<file path="src/rtl/paddle_ctrl.sv">
// Paddle controller for VGA pong: debounced buttons or ball auto-track
// drive the bottom (x) and top (x2) paddle left edges on a periodic move tick.
module paddle_ctrl #(
    parameter int T_TICK     = 500_000,
    parameter int DEB_CYCLES = 500_000,
    parameter int STEP       = 2,
    parameter int STICK      = 100,
    parameter int VGA_XDIS   = 800,
    parameter int SIDE       = 40,
    parameter int DEAD       = 4,
    parameter int X_RESET    = 350
) (
    input  logic       clk,
    input  logic       rst,
    input  logic       btn_l,
    input  logic       btn_r,
    input  logic       btn2_l,
    input  logic       btn2_r,
    input  logic       auto2,
    input  logic [9:0] ball_x,
    output logic [9:0] x,
    output logic [9:0] x2,
    output logic       tick
);

    localparam int X_MAX = VGA_XDIS - STICK;
    localparam int TW    = (T_TICK > 1) ? $clog2(T_TICK) : 1;
    localparam int DW    = (DEB_CYCLES > 1) ? $clog2(DEB_CYCLES) : 1;

    localparam logic [9:0]    STEP_W = 10'(STEP);
    localparam logic [9:0]    XMAX_W = 10'(X_MAX);
    localparam logic [9:0]    XHI_W  = 10'(X_MAX - STEP);
    localparam logic [9:0]    XRST_W = 10'(X_RESET);
    localparam logic [TW-1:0] TEND   = TW'(T_TICK - 1);
    localparam logic [DW-1:0] DEND   = DW'(DEB_CYCLES - 1);

    // Button order: {btn2_r, btn2_l, btn_r, btn_l}
    logic [3:0]         btn_raw;
    logic [3:0]         sync1_q, sync2_q;
    logic [3:0]         acc_q, acc_d;
    logic [3:0][DW-1:0] dcnt_q, dcnt_d;
    logic [TW-1:0]      tcnt_q, tcnt_d;
    logic [9:0]         x_q, x_d, x2_q, x2_d;
    logic [10:0]        tgt_c, ctr_c;
    logic               al_c, ar_c, l2_c, r2_c;

    assign btn_raw = {btn2_r, btn2_l, btn_r, btn_l};

    function automatic logic [9:0] step_pos(
        input logic [9:0] p,
        input logic       l,
        input logic       r
    );
        step_pos = p;
        if (l && !r) begin
            step_pos = (p < STEP_W) ? 10'd0 : p - STEP_W;
        end else if (r && !l) begin
            step_pos = (p > XHI_W) ? XMAX_W : p + STEP_W;
        end
    endfunction

    always_comb begin
        acc_d  = acc_q;
        dcnt_d = '0;
        for (int i = 0; i < 4; i++) begin
            if (sync2_q[i] != acc_q[i]) begin
                if (dcnt_q[i] == DEND) begin
                    acc_d[i] = sync2_q[i];
                end else begin
                    dcnt_d[i] = dcnt_q[i] + 1'b1;
                end
            end
        end
    end

    assign tick   = (tcnt_q == TEND);
    assign tcnt_d = tick ? '0 : tcnt_q + 1'b1;

    // 11-bit centres so ball_x near the right edge cannot wrap
    assign tgt_c = {1'b0, ball_x} + 11'(SIDE / 2);
    assign ctr_c = {1'b0, x2_q} + 11'(STICK / 2);
    assign ar_c  = tgt_c > (ctr_c + 11'(DEAD));
    assign al_c  = (tgt_c + 11'(DEAD)) < ctr_c;
    assign l2_c  = auto2 ? al_c : acc_q[2];
    assign r2_c  = auto2 ? ar_c : acc_q[3];

    always_comb begin
        x_d  = x_q;
        x2_d = x2_q;
        if (tick) begin
            x_d  = step_pos(x_q, acc_q[0], acc_q[1]);
            x2_d = step_pos(x2_q, l2_c, r2_c);
        end
    end

    always_ff @(posedge clk) begin
        if (rst) begin
            sync1_q <= '0;
            sync2_q <= '0;
            acc_q   <= '0;
            dcnt_q  <= '0;
            tcnt_q  <= '0;
            x_q     <= XRST_W;
            x2_q    <= XRST_W;
        end else begin
            sync1_q <= btn_raw;
            sync2_q <= sync1_q;
            acc_q   <= acc_d;
            dcnt_q  <= dcnt_d;
            tcnt_q  <= tcnt_d;
            x_q     <= x_d;
            x2_q    <= x2_d;
        end
    end

    assign x  = x_q;
    assign x2 = x2_q;

endmodule

</file>
<file path="config.mk">
export PLATFORM = sky130hd
export DESIGN_NAME = paddle_ctrl
export DESIGN_NICKNAME = d
export VERILOG_FILES = /design/src/rtl/paddle_ctrl.sv
export SDC_FILE = /design/constraint.sdc
export NUM_CORES = 1
export LEC_CHECK = 0
export CORE_MARGIN = 5
export CORE_UTILIZATION = 55
export CTS_CLUSTER_SIZE = 28
export DETAILED_ROUTE_END_ITERATION = 8
export MAX_ROUTING_LAYER = met4
export PLACE_DENSITY = 0.82
export REMOVE_ABC_BUFFERS = 1
export SYNTH_ARGS = -nofsm -noshare
export SYNTH_HDL_FRONTEND = slang
export SYNTH_SLANG_ARGS = --single-unit
</file>
<file path="constraint.sdc">
create_clock -name clk -period 4.1 [get_ports clk]
set_input_delay 0.82 -clock clk [delete_from_list [all_inputs] [get_ports clk]]
set_output_delay 0.82 -clock clk [all_outputs]
set_load 0.02 [all_outputs]
</file>
* After elaboration in Yosys (flattened, before gate mapping) *
Cells that the tools add are included.

word-level totals
  output and inout port bits = 21
  word-level logic and storage cells = 76
  register bits = 127
  bits in latches = 0
  memories kept = 0
  input bits = 17
  memory bits (writable) = 0
  bits in read-only memories = 0

operators by class
  multipliers = 0
  $lt $le $gt $ge = 6
  reductions and logical operators = 21
  shift-type cells = 0
  multiplexer cells = 10
  divide/modulo/power cells = 0
  equality and inequality tests = 9
  add/sub/neg operators = 13
  bitwise gates (word level) = 4

operator list
  kind                   count
  $add 19x1->19 const B  5
  $eq 19x19->1 const B   5
  $mux 10                8
  $add 11x3->11 const B  2
  $add 10x2->10 const B  2
  $gt 10x10->1 const B   2
  $lt 10x2->1 const B    2
  $sub 10x2->10 const B  2
  $reduce_and 2->1       6
  $reduce_or 3->1        4
  $add 10x5->11 const B  1
  $add 10x6->11 const B  1
  $gt 11x11->1           1
  $lt 11x11->1           1
  $logic_and 1x1->1      4
  $logic_not 1->1        4
  $ne 1x1->1             4
  $not 1->1              4
  $reduce_bool 2->1      2
  $mux 1                 2
  $reduce_or 2->1        1

* Longest topological paths before layout *
  depth after elaboration = 8
  depth in mapped cells = 20
  depth with buffers taken out = 19

* Worst setup path before layout *
Ideal clock, no wire load.

  kind = input port to flip-flop
  start = input ball_x[2]
  end = register x2_q[9], in the netlist x2[9]
  slack = -132 ps
  stages = 19
  data required time = 3972 ps
  path buffers = 2
  library setup time = 128 ps
  arrival = 4105 ps
  path through = ha_1 > o21ai_0 > xor2_1 > inv_1 > xnor2_1 > ha_1 > nand4_1 > a21oi_1 > a211o_1 > a21o_1 > maj3_1 > o21ai_1 > ha_1 > clkbuf_1 > clkbuf_1 > nor2_1 > a31oi_1 > a2bb2oi_1 > nor2_1

between the ends
  cells in the longest elaborated chain, start to end = 8
  elaborated cells on any way between the ends = 13
  those cells by class = add/sub (2); order compare (2); mux (3); reduce/logical (6)

ends and longest elaborated chain
  item                         line  text
  start: declaration           20    input logic [9:0] ball_x,
  $add 10x5->11 (*)            80    assign tgt_c = {1'b0, ball_x} + 11'(SIDE / 2);
  $add 11x3->11                83    assign al_c = (tgt_c + 11'(DEAD)) < ctr_c;
  $lt 11x11->1                 83
  $mux 1                       84    assign l2_c = auto2 ? al_c : acc_q[2];
  $logic_not 1->1              57    end else if (r && !l) begin
  $logic_and 1x1->1            57
  $reduce_bool 2->1 (no line)  -
  $reduce_and 2->1 (no line)   -
  end signal: assignment       104   x2_q <= XRST_W;
  end signal: assignment       112   x2_q <= x2_d;
  end: declaration             43    logic [9:0] x_q, x_d, x2_q, x2_d;

Mark *: on every way between the ends. The rest lies on a longest branch, timed or not.
A chain may end at the register's enable or synchronous reset.

* Worst setup path after layout *
  start = input ball_x[2]
  end = register x2_q[5], in the netlist x2[5]

Same word-level chain as after synthesis.

==> impl_metrics.json <==
{
  "run_status": "complete, no violations",
  "overflow_after_grt": 0,
  "maxSlewHeadroom": 0.264,
  "n_antenna_cell": 0,
  "postSynth.topFlopCell": "sky130_fd_sc_hd__dfxtp_1",
  "pin_count_of_the_biggest_net_entering_global_routing": 31,
  "finalHoldViolCount": 0,
  "nNetsFinal": 996,
  "detail_route.iter0.violations": 461,
  "average_wire_per_standard_cell_um": 14.3,
  "internal_power_uw": 2260,
  "routed_via_density": 5.51,
  "power_density_mw_per_mm2": 335,
  "grt_first_pass_wirelength_um": 26800,
  "non_filler_instance_count_after_layout": 1131,
  "cts_tree": "done",
  "via_count": 6232,
  "ys_warn_count": 0,
  "post-route-min-period_ps": 4040,
  "power_switching_share": 0.216,
  "clock_sinks": 125,
  "cts_made_buffers": 17,
  "globalplace.congestion": 0.914,
  "cp_cell_sequence": "buf_2 -> buf_6 -> and3b_1 -> o211ai_1 -> and2_1 -> xnor2_1 -> ha_1 -> nand4_1 -> a21oi_1 -> a211o_1 -> a21o_1 -> maj3_2 -> o21ai_2 -> ha_2 -> or3_4 -> buf_4 -> o32ai_1",
  "core_sq_mm": 0.0125,
  "ctsRootBufferMaster": "sky130_fd_sc_hd__clkbuf_16",
  "drc": 0,
  "antenna_found_initial": 0,
  "synthesis.area_sq_mm": 0.00695,
  "dp_slack_ps": -826,
  "number_of_buffers_on_the_longest_clock_path": 2,
  "max_stage_delay_ps": 450,
  "ys_ff_latch": 125,
  "asyncSetResetFlopFracSynth": 0,
  "max_cap_violation_count": 0,
  "start_util": 0.555,
  "critical_path.startpoint_type": "input port",
  "clk_pin_slew_worst_paths_ps": 50,
  "postSynthAreaPerCell_sq_um": 8.07,
  "synth.lib_cells_used.distinct": 63,
  "required_ps": 4420,
  "sequentialPowerShare": 0.426,
  "switchingPower_uw": 622,
  "antenna_violating_nets_post_route": 0,
  "count_of_flip_flops_with_a_built_in_enable_after_synthesis": 0,
  "achievable_frequency_ghz": 0.248,
  "hold_path_class": "register to register",
  "timing.final.crit_share": 0.985,
  "vdd.ir_drop.worst_uv": 278,
  "post_synth_inst_count": 861,
  "report.final.setup_viol": 0,
  "number_of_global_route_vias_before_repair": 6018,
  "critical_path.max_fanout": 7,
  "area_enclosed_by_the_die_boundary_sq_mm": 0.0150,
  "layout-drive-gt1-share": 0.145,
  "fin_worst_skew_ps": 5.64,
  "area_growth_pct": 23.8,
  "tightestPinTransition_ps": 1100,
  "crit_type": "input port to register",
  "chipHeight_um": 122,
  "synth_sequential_area_ratio": 0.360,
  "comb_power_share": 0.074,
  "dpl.cell_count": 1097,
  "slew_violations": 0,
  "port_buffers": 35,
  "first_pass_iters": 5,
  "arrival_time_worst_endpoint_ps": 4360,
  "dpl.hpwl_um": 10800,
  "drt-total-wl_um": 16200,
  "num_rows": 41,
  "insertion_delay_ps": 410,
  "cts_hold_buf": 0,
  "critical-path-slowest-cell": "sky130_fd_sc_hd__or3_4",
  "final_core_util": 0.687,
  "globalRouteTotalUtil": 0.226,
  "power.leakage_uw": 0.00317,
  "cts_htree_levels": 4,
  "io-pin-count": 38,
  "worst_setup_path_end_kind": "register",
  "timing.final.ws_setup_ps": 59.7,
  "die_width_um": 122,
  "p_clk_frac": 0.500
}
==> path summary, 6_finish.rpt <==
| path | start | to | slack (ps) | cells after the start |
|---|---|---|---|---|
| min | sync1_q[3] | sync2_q[3] | 440 | 1 |
| max reg2reg | x2[1] | x2[5] | 180 | 14 |
| max | ball_x[2] | x2[5] | 60 | 17 |
| min reg2reg | sync1_q[3] | sync2_q[3] | 440 | 1 |
==> layer usage <==
layer	vias to the layer above	part of all wire	GRT usage
li1	3134	-	-
met1	2935	0.45	0.268
met2	127	0.49	0.364
met3	36	0.039	0.0585
met4	0	0.025	0.0952
met5	-	0	-
==> placed cells by master, fill, tap and decap left out, drive strengths merged, types with 6 or more instances in the layout <==
cell	synthesis	routed
o21ai	33	33
and3	11	11
buf	11	67
nor2b	15	15
a21oi	30	30
or3	18	18
ha	32	32
nand4	19	19
nor4b	7	7
inv	28	28
clkbuf	24	27
and4	8	8
xnor2	46	46
nand2	72	72
clkdlybuf4s50	0	30
nor2	151	151
nor4	7	7
nand3	44	44
and2	7	7
nor3	24	24
a21o	10	10
dfxtp	125	125
mux2i	6	6
xor2	67	67
==> metrics by stage <==
stage,setup TNS [ps],total power [uW],hold WS [ps],area [sq um]
after detailed placement,-6460,1440,427,7840
after floorplan,-912,1350,414,6800
after global routing,-236,2980,461,8600
final,0,2880,441,8600
after CTS,0,2880,447,8460
after global placement,-5840,1430,416,7840
==> layout make-up <==
cell class | instances | area [sq um]
inverter | 28 | 105
timing repair buffer | 101 | 836
multi-input combinational | 674 | 4360
sequential | 125 | 2510
tap | 172 | 215
clock buffer | 24 | 482
fill | 1004 | 3920
clock inverter | 7 | 87.6
==> power groups by stage <==
stage                     logic (uW)  registers (uW)  clock network, uW
after floorplan                 95.2            1250                  0
after detailed placement         183            1250                  0
after CTS                        189            1230               1460
after global routing             231            1230               1520
after global placement           179            1250                  0
final                            214            1230               1440
==> synth_stat cells, types with 3 or more instances <==
master                     number  area share
sky130_fd_sc_hd__ha_1          32       0.058
sky130_fd_sc_hd__o22ai_1        4      0.0036
sky130_fd_sc_hd__nor2b_1       15       0.014
sky130_fd_sc_hd__o21ai_1        4      0.0029
sky130_fd_sc_hd__nand3_1       44       0.032
sky130_fd_sc_hd__nand2_1       72       0.039
sky130_fd_sc_hd__nor4_1         7      0.0063
sky130_fd_sc_hd__nand4_1       18       0.016
sky130_fd_sc_hd__nand4b_1       3      0.0038
sky130_fd_sc_hd__o21ai_0       29       0.021
sky130_fd_sc_hd__or3_1         18       0.016
sky130_fd_sc_hd__a221o_1        5      0.0072
sky130_fd_sc_hd__a21oi_1       30       0.022
sky130_fd_sc_hd__nor3b_1        4      0.0043
sky130_fd_sc_hd__and3_1        11      0.0099
sky130_fd_sc_hd__nor3_1        23       0.017
sky130_fd_sc_hd__o31a_1         3      0.0038
sky130_fd_sc_hd__inv_1         28       0.015
sky130_fd_sc_hd__a31oi_1        3      0.0027
sky130_fd_sc_hd__dfxtp_1      125        0.36
sky130_fd_sc_hd__o211ai_1       4      0.0043
sky130_fd_sc_hd__o41ai_1        3      0.0038
sky130_fd_sc_hd__a21o_1        10       0.011
sky130_fd_sc_hd__nor2_1       151       0.082
sky130_fd_sc_hd__xnor2_1       46       0.058
sky130_fd_sc_hd__mux2i_1        6      0.0086
sky130_fd_sc_hd__clkbuf_1      24       0.013
sky130_fd_sc_hd__and2_1         7      0.0063
sky130_fd_sc_hd__a211o_1        4      0.0050
sky130_fd_sc_hd__and4_1         8       0.010
sky130_fd_sc_hd__nor4b_1        5      0.0063
sky130_fd_sc_hd__xor2_1        67       0.084
sky130_fd_sc_hd__buf_2          7      0.0050
==> registers in the layout, indices dropped and copies added, names as in the netlist <==
name and count:
sync1_q 4, sync2_q 4, x2 9, x 9
acc_q 4, dcnt_q 76, tcnt_q 19
==> logic make-up after synthesis <==
logic type / share of synthesized area
and+or+nand+nor: 0.282
DFF: 0.360
AOI/OAI and AO/OA: 0.111
xor gates and xnor gates: 0.142
buffers and inverters: 0.0364
adders and majority gates: 0.0591
muxes: 0.00865
other: 0.000540
==> timing repair <==
item,in CTS,in global routing
endpoints found under the hold margin,0,0
buffers inserted,0,3
pin swaps,4,12
gates resized for setup,17,42
endpoints found under the setup margin,9,9
==> worst max-delay path: cells and delay by family <==
kind                     cells  cell delay (ps)
adder cells (fa/ha/maj)      3              880
AO/OA/AOI/OAI                6             1150
buffers and inverters        3              450
XOR/XNOR                     1              140
AND/OR/NAND/NOR              4              920
(Power assumes the default switching activity.)
